### config.mk
export PLATFORM = sky130hd
export DESIGN_NAME = sgpio_master_flat
export DESIGN_NICKNAME = d
export VERILOG_FILES = /design/src/rtl/sgpio_pkg.sv /design/src/rtl/sgpio_if.sv /design/src/rtl/sgpio_sync2.sv /design/src/rtl/sgpio_master.sv /design/src/flat_wrapper.sv
export SDC_FILE = /design/constraint.sdc
export NUM_CORES = 1
export LEC_CHECK = 0
export CAP_MARGIN = 30
export CELL_PAD_IN_SITES_DETAIL_PLACEMENT = 1
export CELL_PAD_IN_SITES_GLOBAL_PLACEMENT = 2
export CORE_MARGIN = 1
export CORE_UTILIZATION = 33
export CTS_CLUSTER_SIZE = 30
export DETAILED_ROUTE_END_ITERATION = 10
export PLACE_DENSITY = 0.81
export REMOVE_ABC_BUFFERS = 1
export SLEW_MARGIN = 25
export SYNTH_ARGS = -nofsm -noshare
export SYNTH_HDL_FRONTEND = slang
export SYNTH_SLANG_ARGS = --single-unit
### constraint.sdc
create_clock -name i_clk -period 2.05 [get_ports i_clk]
set_clock_uncertainty 0.15 [all_clocks]
set_input_delay 0.41 -clock i_clk [delete_from_list [all_inputs] [get_ports i_clk]]
set_output_delay 0.41 -clock i_clk [all_outputs]
set_load 0.01 [all_outputs]
### src/rtl/sgpio_pkg.sv
// Shared constants and FSM encoding for the SGPIO master.
package sgpio_pkg;
  localparam int SGPIO_FRAME_BITS  = 8;
  localparam int SGPIO_CLK_DIV_MIN = 4;

  typedef enum logic [1:0] {
    IDLE  = 2'd0,
    RUN   = 2'd1,
    CLOSE = 2'd2
  } sgpio_state_e;
endpackage

### src/rtl/sgpio_if.sv
// 4-wire SGPIO cable: master drives clk/sync/mosi, slave drives miso.
interface sgpio_if;
  logic sgpio_clk;
  logic sgpio_sync;
  logic sgpio_mosi;
  logic sgpio_miso;

  modport master (output sgpio_clk, sgpio_sync, sgpio_mosi, input sgpio_miso);
  modport slave  (input sgpio_clk, sgpio_sync, sgpio_mosi, output sgpio_miso);
endinterface

### src/rtl/sgpio_sync2.sv
// Two-flop synchroniser for the asynchronous MISO line; resets to 0.
module sgpio_sync2 (
  input  logic i_clk,
  input  logic i_rstn,
  input  logic d,
  output logic q
);
  logic meta;

  always_ff @(posedge i_clk or negedge i_rstn) begin
    if (!i_rstn) begin
      meta <= 1'b0;
      q    <= 1'b0;
    end else begin
      meta <= d;
      q    <= meta;
    end
  end
endmodule

### src/rtl/sgpio_master.sv
// SGPIO master: divided serial clock, sync-marked 8-bit TX frame, MISO deserialiser.
// Build option SGPIO_LED_FILTER_EN: only publish an LED byte seen in two consecutive frames.
module sgpio_master
  import sgpio_pkg::*;
#(
  parameter int CLK_DIV = 8
) (
  input  logic                        i_clk,
  input  logic                        i_rstn,
  input  logic                        i_enable,
  input  logic [SGPIO_FRAME_BITS-1:0] i_user_sw,
  output logic [SGPIO_FRAME_BITS-1:0] o_user_led,
  output logic                        o_user_led_valid,
  output logic                        o_frame_done,
  sgpio_if.master                     link
);
  // Divisors below the minimum leave no room for the MISO synchroniser latency.
  localparam int CDIV = (CLK_DIV < SGPIO_CLK_DIV_MIN) ? SGPIO_CLK_DIV_MIN : CLK_DIV;
  localparam int DW   = $clog2(2 * CDIV);
  localparam int BW   = $clog2(SGPIO_FRAME_BITS);
  localparam logic [DW-1:0] DIV_RISE = DW'(CDIV - 1);
  localparam logic [DW-1:0] DIV_HALF = DW'(CDIV);
  localparam logic [DW-1:0] DIV_LAST = DW'(2 * CDIV - 1);
  localparam logic [BW-1:0] LAST_BIT = BW'(SGPIO_FRAME_BITS - 1);

  sgpio_state_e state, state_nxt;
  logic [DW-1:0] div_cnt, div_nxt;
  logic [BW-1:0] bit_cnt;
  logic [SGPIO_FRAME_BITS-1:0] sw_q;
  logic [SGPIO_FRAME_BITS-2:0] rx_sr;
  logic [SGPIO_FRAME_BITS-1:0] cap;
  logic sclk_q, sync_q, mosi_q;
  logic full;
  logic miso_s;
  logic rise, period_end, frame_start, capture;
`ifdef SGPIO_LED_FILTER_EN
  logic [SGPIO_FRAME_BITS-1:0] prev_cap;
  logic                        prev_vld;
`endif

  sgpio_sync2 u_miso_sync (
    .i_clk (i_clk),
    .i_rstn(i_rstn),
    .d     (link.sgpio_miso),
    .q     (miso_s)
  );

  assign link.sgpio_clk  = sclk_q;
  assign link.sgpio_sync = sync_q;
  assign link.sgpio_mosi = mosi_q;

  assign cap     = {miso_s, rx_sr};
  assign capture = rise && (bit_cnt == '0) && full;

  always_ff @(posedge i_clk or negedge i_rstn) begin
    if (!i_rstn) state <= IDLE;
    else         state <= state_nxt;
  end

  always_comb begin
    state_nxt   = state;
    rise        = 1'b0;
    period_end  = 1'b0;
    frame_start = 1'b0;
    div_nxt     = '0;
    if (state != IDLE) begin
      rise       = (div_cnt == DIV_RISE);
      period_end = (div_cnt == DIV_LAST);
    end
    unique case (state)
      IDLE:  if (i_enable) begin
               state_nxt   = RUN;
               frame_start = 1'b1;
             end
      // Enable is only looked at on the b=7 -> b=0 boundary.
      RUN:   if (period_end && bit_cnt == LAST_BIT) begin
               frame_start = 1'b1;
               if (!i_enable) state_nxt = CLOSE;
             end
      CLOSE: if (period_end) state_nxt = IDLE;
      default: state_nxt = IDLE;
    endcase
    if (state != IDLE && state_nxt != IDLE && !period_end)
      div_nxt = div_cnt + 1'b1;
  end

  always_ff @(posedge i_clk or negedge i_rstn) begin
    if (!i_rstn) begin
      div_cnt          <= '0;
      bit_cnt          <= '0;
      sw_q             <= '0;
      rx_sr            <= '0;
      sclk_q           <= 1'b0;
      sync_q           <= 1'b0;
      mosi_q           <= 1'b0;
      full             <= 1'b0;
      o_user_led       <= '0;
      o_user_led_valid <= 1'b0;
      o_frame_done     <= 1'b0;
`ifdef SGPIO_LED_FILTER_EN
      prev_cap         <= '0;
      prev_vld         <= 1'b0;
`endif
    end else begin
      div_cnt      <= div_nxt;
      sclk_q       <= (state_nxt != IDLE) && (div_nxt >= DIV_HALF);
      o_frame_done <= 1'b0;

      // The CLOSE period reuses the frame-start marking (sync=1, fresh sw bit 0).
      if (frame_start) begin
        sw_q    <= i_user_sw;
        sync_q  <= 1'b1;
        mosi_q  <= i_user_sw[0];
        bit_cnt <= '0;
      end else if (state_nxt == IDLE) begin
        sync_q  <= 1'b0;
        mosi_q  <= 1'b0;
        bit_cnt <= '0;
      end else if (period_end) begin
        bit_cnt <= bit_cnt + 1'b1;
        sync_q  <= 1'b0;
        mosi_q  <= sw_q[bit_cnt + 1'b1];
      end

      // A b=0 capture is only trusted once a whole frame has run since RUN entry.
      if (state == IDLE)    full <= 1'b0;
      else if (frame_start) full <= 1'b1;

      if (rise && bit_cnt != '0) rx_sr[bit_cnt - 1'b1] <= miso_s;

`ifdef SGPIO_LED_FILTER_EN
      if (state == IDLE) prev_vld <= 1'b0;
      if (capture) begin
        prev_cap <= cap;
        prev_vld <= 1'b1;
        if (prev_vld && prev_cap == cap) begin
          o_user_led       <= cap;
          o_user_led_valid <= 1'b1;
          o_frame_done     <= 1'b1;
        end
      end
`else
      if (capture) begin
        o_user_led       <= cap;
        o_user_led_valid <= 1'b1;
        o_frame_done     <= 1'b1;
      end
`endif
    end
  end
endmodule

### src/flat_wrapper.sv
// flat-port wrapper written by rule: the top's interface ports become plain ports
module sgpio_master_flat import sgpio_pkg::*;
#(
  parameter int CLK_DIV = 8
)
  (i_clk, i_rstn, i_enable, i_user_sw, o_user_led, o_user_led_valid, o_frame_done, link_sgpio_clk, link_sgpio_sync, link_sgpio_mosi, link_sgpio_miso);
  sgpio_if link_i ();
  input  logic i_clk;
  input  logic i_rstn;
  input  logic i_enable;
  input  logic [SGPIO_FRAME_BITS-1:0] i_user_sw;
  output logic [SGPIO_FRAME_BITS-1:0] o_user_led;
  output logic o_user_led_valid;
  output logic o_frame_done;
  output wire logic [$bits(link_i.sgpio_clk)-1:0] link_sgpio_clk;
  output wire logic [$bits(link_i.sgpio_sync)-1:0] link_sgpio_sync;
  output wire logic [$bits(link_i.sgpio_mosi)-1:0] link_sgpio_mosi;
  input wire logic [$bits(link_i.sgpio_miso)-1:0] link_sgpio_miso;
  assign link_sgpio_clk = link_i.sgpio_clk;
  assign link_sgpio_sync = link_i.sgpio_sync;
  assign link_sgpio_mosi = link_i.sgpio_mosi;
  assign link_i.sgpio_miso = link_sgpio_miso;
  sgpio_master #(.CLK_DIV(CLK_DIV)) u_core (.i_clk(i_clk), .i_rstn(i_rstn), .i_enable(i_enable), .i_user_sw(i_user_sw), .o_user_led(o_user_led), .o_user_led_valid(o_user_led_valid), .o_frame_done(o_frame_done), .link(link_i));
endmodule
Yosys cells after proc, flatten, opt, wreduce, memory -nomap -nowiden:

Cells that the tools add are included.

* $add $sub $neg: 3
* order comparisons: 4
* equal/unequal tests: 5
* muxes and demuxes: 28
* reduce and logical (&&, ||, !) cells: 17

Operators by type and width (count)
* 2-to-1 mux 1 bit: 15
* 2-to-1 mux 3 bit: 3
* logical AND 1 bit: 8
* less-than comparator 3 x 4 -> 1 bit, second input constant: 2
* 2-to-1 mux 2 bit: 4
* bitwise mux 7 bit: 1
* one-hot mux 2 bit (3 select lines): 1
* nonzero test 2 bit: 3
* nonzero test 3 bit: 2
* adder 4 x 1 -> 4 bit, second input constant: 1
* equality test 4 x 3 -> 1 bit, second input constant: 1
* equality test 4 bit, second input constant: 1
* greater-or-equal comparator 4 bit, second input constant: 1
* logical NOT 2 bit: 2
* 2-to-1 mux 4 bit: 1
* adder 3 x 1 -> 3 bit, second input constant: 1
* binary-select mux 1 bit (select 3 bit): 1
* demux 1 bit (select 3 bit): 1
* equality test 3 bit, second input constant: 1
* greater-or-equal comparator 3 x 1 -> 1 bit, second input constant: 1
* logical NOT 3 bit: 1
* subtractor 3 x 1 -> 3 bit, second input constant: 1
* equality test 2 x 1 -> 1 bit, second input constant: 1
* equality test 2 bit, second input constant: 1
* other kinds (2): 2

* register bits: 40
* input port bits: 12
* logic and storage cells: 71

Logic depth before layout (Yosys ltp):

* word-level depth: 11
* depth in mapped cells: 7
* depth with buffers taken out: 6

Cells and area by module:

A second synthesis with hierarchy kept.

* cell total of the unflattened synthesis: 132
* area, all modules: 1769.2 um2

By module, submodules not included
* sgpio_master: times used 1, cells an instance 130, area an instance 1719.1 um2, sequential area each 950.9 um2
* sgpio_sync2: times used 1, cells an instance 2, area an instance 50.0 um2, sequential area each 50.0 um2

Worst setup path after synthesis:

No wires, ideal clock.

* kind: register -> register
* start point: reg u_core.bit_cnt[0]
* end point: reg u_core.mosi_q (netlist: u_core.link.sgpio_mosi)
* library setup time: 0.087 ns
* arrival: 1.794 ns
* data required time: 1.813 ns
* slack: 0.018 ns
* stages on the path, launching flop included: 8
* path buffers: 1
* clock period less this slack: 2.032 ns
* path through: dfrtp_1 ha_1 ha_1 buf_2 or3b_2 a21oi_1 nor2_1 a22oi_1

* cells in the longest elaborated chain, start to end: 7
* elaborated cells on any way between the ends: 14
* classes of those cells: add/sub (1); eq/ne (1); mux (9); reduce/logical (3)

Ends and longest elaborated chain
* start, declared: line sgpio_master.sv:28 `logic [BW-1:0] bit_cnt;`
* start signal, assigned: line sgpio_master.sv:120 `bit_cnt <= bit_cnt + 1'b1;`
* parallel branches: the longest is 7 deep, another holds adder 3 x 1 -> 3 bit
* end signal, assigned: line sgpio_master.sv:113 `mosi_q <= i_user_sw[0];`
* end signal, assigned: line sgpio_master.sv:122 `mosi_q <= sw_q[bit_cnt + 1'b1];`
* end, declared: line sgpio_master.sv:32 `logic sclk_q, sync_q, mosi_q;`

Several ways; the timed one is not identified. The select of a mux whose other input is x is not followed.
A chain may end at the register's enable or synchronous reset.

Worst setup path after layout:

* start point: reg u_core.bit_cnt[0]
* end point: reg u_core.rx_sr[4]

* cells in the longest elaborated chain, start to end: 6
* elaborated cells on any way between the ends: 9
* classes of those cells: add/sub (1); order compare (2); mux (3); reduce/logical (3)

Ends and longest elaborated chain
* subtractor 3 x 1 -> 3 bit: line sgpio_master.sv:129 `if (rise && bit_cnt != '0) rx_sr[bit_cnt - 1'b1] <= miso_s;`
* less-than comparator 3 x 4 -> 1 bit (not written as such) / greater-or-equal comparator 3 x 1 -> 1 bit (equally long branches): line sgpio_master.sv:129
* logical AND 1 bit (not written as such): line sgpio_master.sv:129
* 2-to-1 mux 1 bit (not written as such): line sgpio_master.sv:129
* demux 1 bit (select 3 bit)
* bitwise mux 7 bit: line sgpio_master.sv:129
* end signal, assigned by index: line sgpio_master.sv:129
* end, declared: line sgpio_master.sv:30 `logic [SGPIO_FRAME_BITS-2:0] rx_sr;`

Parallel ways exist; a longest one is shown, timed or not.

==> key figures <==
Worst hold path
  • Hold crit path type: reg2reg
  • Hold depth: 0
  • Hold Path Sink: u_core.u_miso_sync.q
  • Hold Crit Start: u_core.u_miso_sync.meta

Place
  • Routability cong.: 0.802
  • Area after DPL: around 0.0022 mm^2
  • PortBufs: 24
  • DP Cell Count: 238
  • Setup WS pre-CTS: -0.0396 ns
  • DP Wirelength: 2.74 mm

Job
  • Max_cap viols: 0

Yosys
  • Post-synth EDFFs: 0
  • Synth Warn #: 0
  • Most numerous cell in the Yosys netlist: dfrtp_1
  • Seq/Total Area, Yosys: 54.8%
  • Mapped Area: 0.00183 mm^2
  • Post-synth top cells: 40 x dfrtp_1, 23 x mux2_2, 9 x nor2_1, 6 x nand2_1
  • Yosys reg bits: 40
  • Share of the synthesized area in the top cell type: 54.8%
  • Mapped Cells: 142
  • Ys async rst share: 100%
  • Avg Cell Area, Syn: 12.9 um^2
  • Distinct cells, synth: 37
  • Synth top area cells: dfrtp_1 55%, mux2_2 14%, ha_1 3.4%, nor2_1 1.9%, nand2b_1 1.7%
  • Synth area leader: dfrtp_1
  • Synth Flop Type: dfrtp_1

Critical path
  • R2r endpoint: u_core.rx_sr[4]
  • Critical Path AT: approximately 2 ns
  • Crit Path Class: reg2reg
  • Reg2Reg Depth: 7
  • CP startpoint kind: flop
  • Max Fanout on Critical Path: 7
  • Worst Path Required: 2.08 ns
  • Worst setup EP type: flop
  • Reg2Reg Setup Slack: 0.07 ns
  • R2R Path Start: u_core.bit_cnt[0]

Final layout
  • Util after Layout: 46.0%
  • # diodes: 0
  • Nets: 194
  • Final non-filler cell total: 248
  • Layout area overhead: 31.3%
  • # fillers: 565
  • Share of cells above drive strength 1: between 30% and 40%
  • Final Cell Area: 0.00240 mm^2

Floorplan
  • Initial Util: 35.1%
  • Die Span X: between 70 and 80 um
  • Die height: between 70 and 80 um
  • Num rows: 26
  • Core Area: around 0.0052 mm^2
  • Top Ports: 25
  • Area of the die: between 0.005 and 0.006 mm^2

Drt
  • Post-route ant nets: 0
  • Via count: 1,217
  • Final WL: 3.81 mm
  • DRC errors left: 0
  • Detailed Routing Iterations Pass 1: 4
  • Violation count after the first detailed-route iteration: 24
  • Vias per cell: 4.91
  • Routed WL per cell: 15.4 um

STA
  • Least-Margin Pin Slew: 0.478 ns
  • Final setup margin: 0.0701 ns
  • Max-slew headroom: between 60% and 70%
  • Final setup viols: 0
  • Final Max Slew Viols: 0
  • Tmin final: 1.98 ns
  • Final period util: 96.6%
  • WHS: around 0.23 ns
  • Total negative slack: 0 ns
  • FMAX: 505 MHz
  • Final hold vios: 0
  • RSZ-0062 raised after global routing: true

CTS
  • Root Driver: clkbuf_8
  • H-tree levels: 2
  • Cts bufs inserted: 5
  • Clk slew on worst S/H paths: approximately 0.08 ns
  • Clock sink count: 40
  • Clock Path Buffers: 2
  • Worst-Skew Late Latency: around 0.29 ns
  • TritonCTS clock tree: done

Power and ir drop
  • Worst VDD drop: 563 uV
  • Lkg Pwr: between 1 and 1.5 nW
  • P per Cell Area: 1150 mW/mm^2
  • Pwr Total: 2.75 mW

Run status
  • Outcome: complete, no violations

Global routing
  • First-pass GRT wire length: about 6.6 mm
  • Largest net degree at the start of global routing: 24
  • Gr ovfl total: 0
  • Vias in the first global route: approximately 1,300
  • Antenna violations before repair: 0
  • Total GRT Usage: 14.9%
## cells by family after synthesis
logic type	after synthesis	share of synthesized area (%)
AO/OA/AOI/OAI	16	6.85
XOR/XNOR	4	1.92
adder cells (fa/ha/maj)	5	3.43
buffers and inverters	6	1.58
flip-flops	40	54.8
multiplexers	26	16.5
AND/OR/NAND/NOR	45	14.9
## registers in the layout, indices dropped and copies added (netlist names)
name / count
u_core.link.sgpio_sync: 1
u_core.u_miso_sync.q: 1
u_core.link.sgpio_mosi: 1
u_core.rx_sr: 7
u_core.u_miso_sync.meta: 1
u_core.sw_q: 8
u_core.o_frame_done: 1
u_core.o_user_led_valid: 1
u_core.div_cnt: 4
u_core.state: 2
u_core.o_user_led: 8
u_core.link.sgpio_clk: 1
u_core.bit_cnt: 3
u_core.full: 1
## cell usage in the layout, fill, tap and decap left out, types with 2 or more instances in the layout
cell type / synthesis / routed
nand3_1: 5 / 5
a22oi_1: 2 / 2
o32ai_1: 2 / 2
clkbuf_8: 0 / 5
dfrtp_1: 40 / 40
nand3b_1: 2 / 2
and2_1: 4 / 4
mux2i_1: 2 / 2
clkdlybuf4s50_1: 0 / 23
nor2b_1: 3 / 3
ha_2: 0 / 3
a21oi_1: 4 / 4
nand2_1: 6 / 6
mux2_2: 23 / 23
xnor2_1: 3 / 3
o21ai_0: 2 / 2
nor2_1: 9 / 9
nor3_2: 0 / 3
buf_12: 0 / 3
inv_1: 2 / 2
buf_4: 1 / 4
nand2b_1: 5 / 4
## repair_timing
item	in CTS	in global routing
hold endpoints to repair	17	0
setup endpoints to repair	5	15
hold buffers	1	0
pin swaps	1	3
buffers inserted	0	1
resized for setup	1	10
## worst max-delay path by stage
| stage | cells past startpoint | start | to |
|---|---|---|---|
| 4_1_cts | 5 | u_core.div_cnt[0] | u_core.sw_q[1] |
| 2_1_floorplan | 6 | u_core.bit_cnt[0] | u_core.link.sgpio_mosi |
| 3_5_place_dp | 6 | u_core.bit_cnt[0] | u_core.link.sgpio_mosi |
| 6_report | 7 | u_core.bit_cnt[0] | u_core.rx_sr[4] |
| 5_1_grt | 7 | u_core.bit_cnt[0] | u_core.rx_sr[4] |
| 3_3_place_gp | 4 | i_enable | u_core.sw_q[0] |
## per-layer routing
metal	vias to the layer above	routed length, um	global-route usage [%]
met5	-	0	0
met4	0	75	6.35
met3	6	76	3.95
met2	17	1980	25.3
met1	621	1680	17.6
li1	573	-	-
## critical path, cell delays in order (launching register included)
cell and delay (ns):
dfrtp_1 0.40, buf_4 0.17, inv_1 0.11, ha_2 0.26, xor2_4 0.19, nand2_1 0.09
nor2_1 0.14, mux2_2 0.35
## where the power goes
| group | internal, mW | switching, mW | leakage [nW] |
|---|---|---|---|
| logic | 0.527 | 0.476 | 0.447 |
| clock network | 0.361 | 0.266 | 0.0552 |
| registers | 0.977 | 0.146 | 0.514 |
## cell type report
type                            count  area [um^2]  share of cell area [%]
Sequential cell                    40         1000                    41.8
Timing Repair Buffer               32          335                    14.0
Inverter                            2         7.51                   0.313
Tap cell                           70         87.6                    3.66
Clock buffer                        6         72.6                    3.03
Clock inverter                      2         35.0                    1.46
Multi-Input combinational cell     96          857                    35.8
No activity file was read; power rests on OpenSTA's default activity.
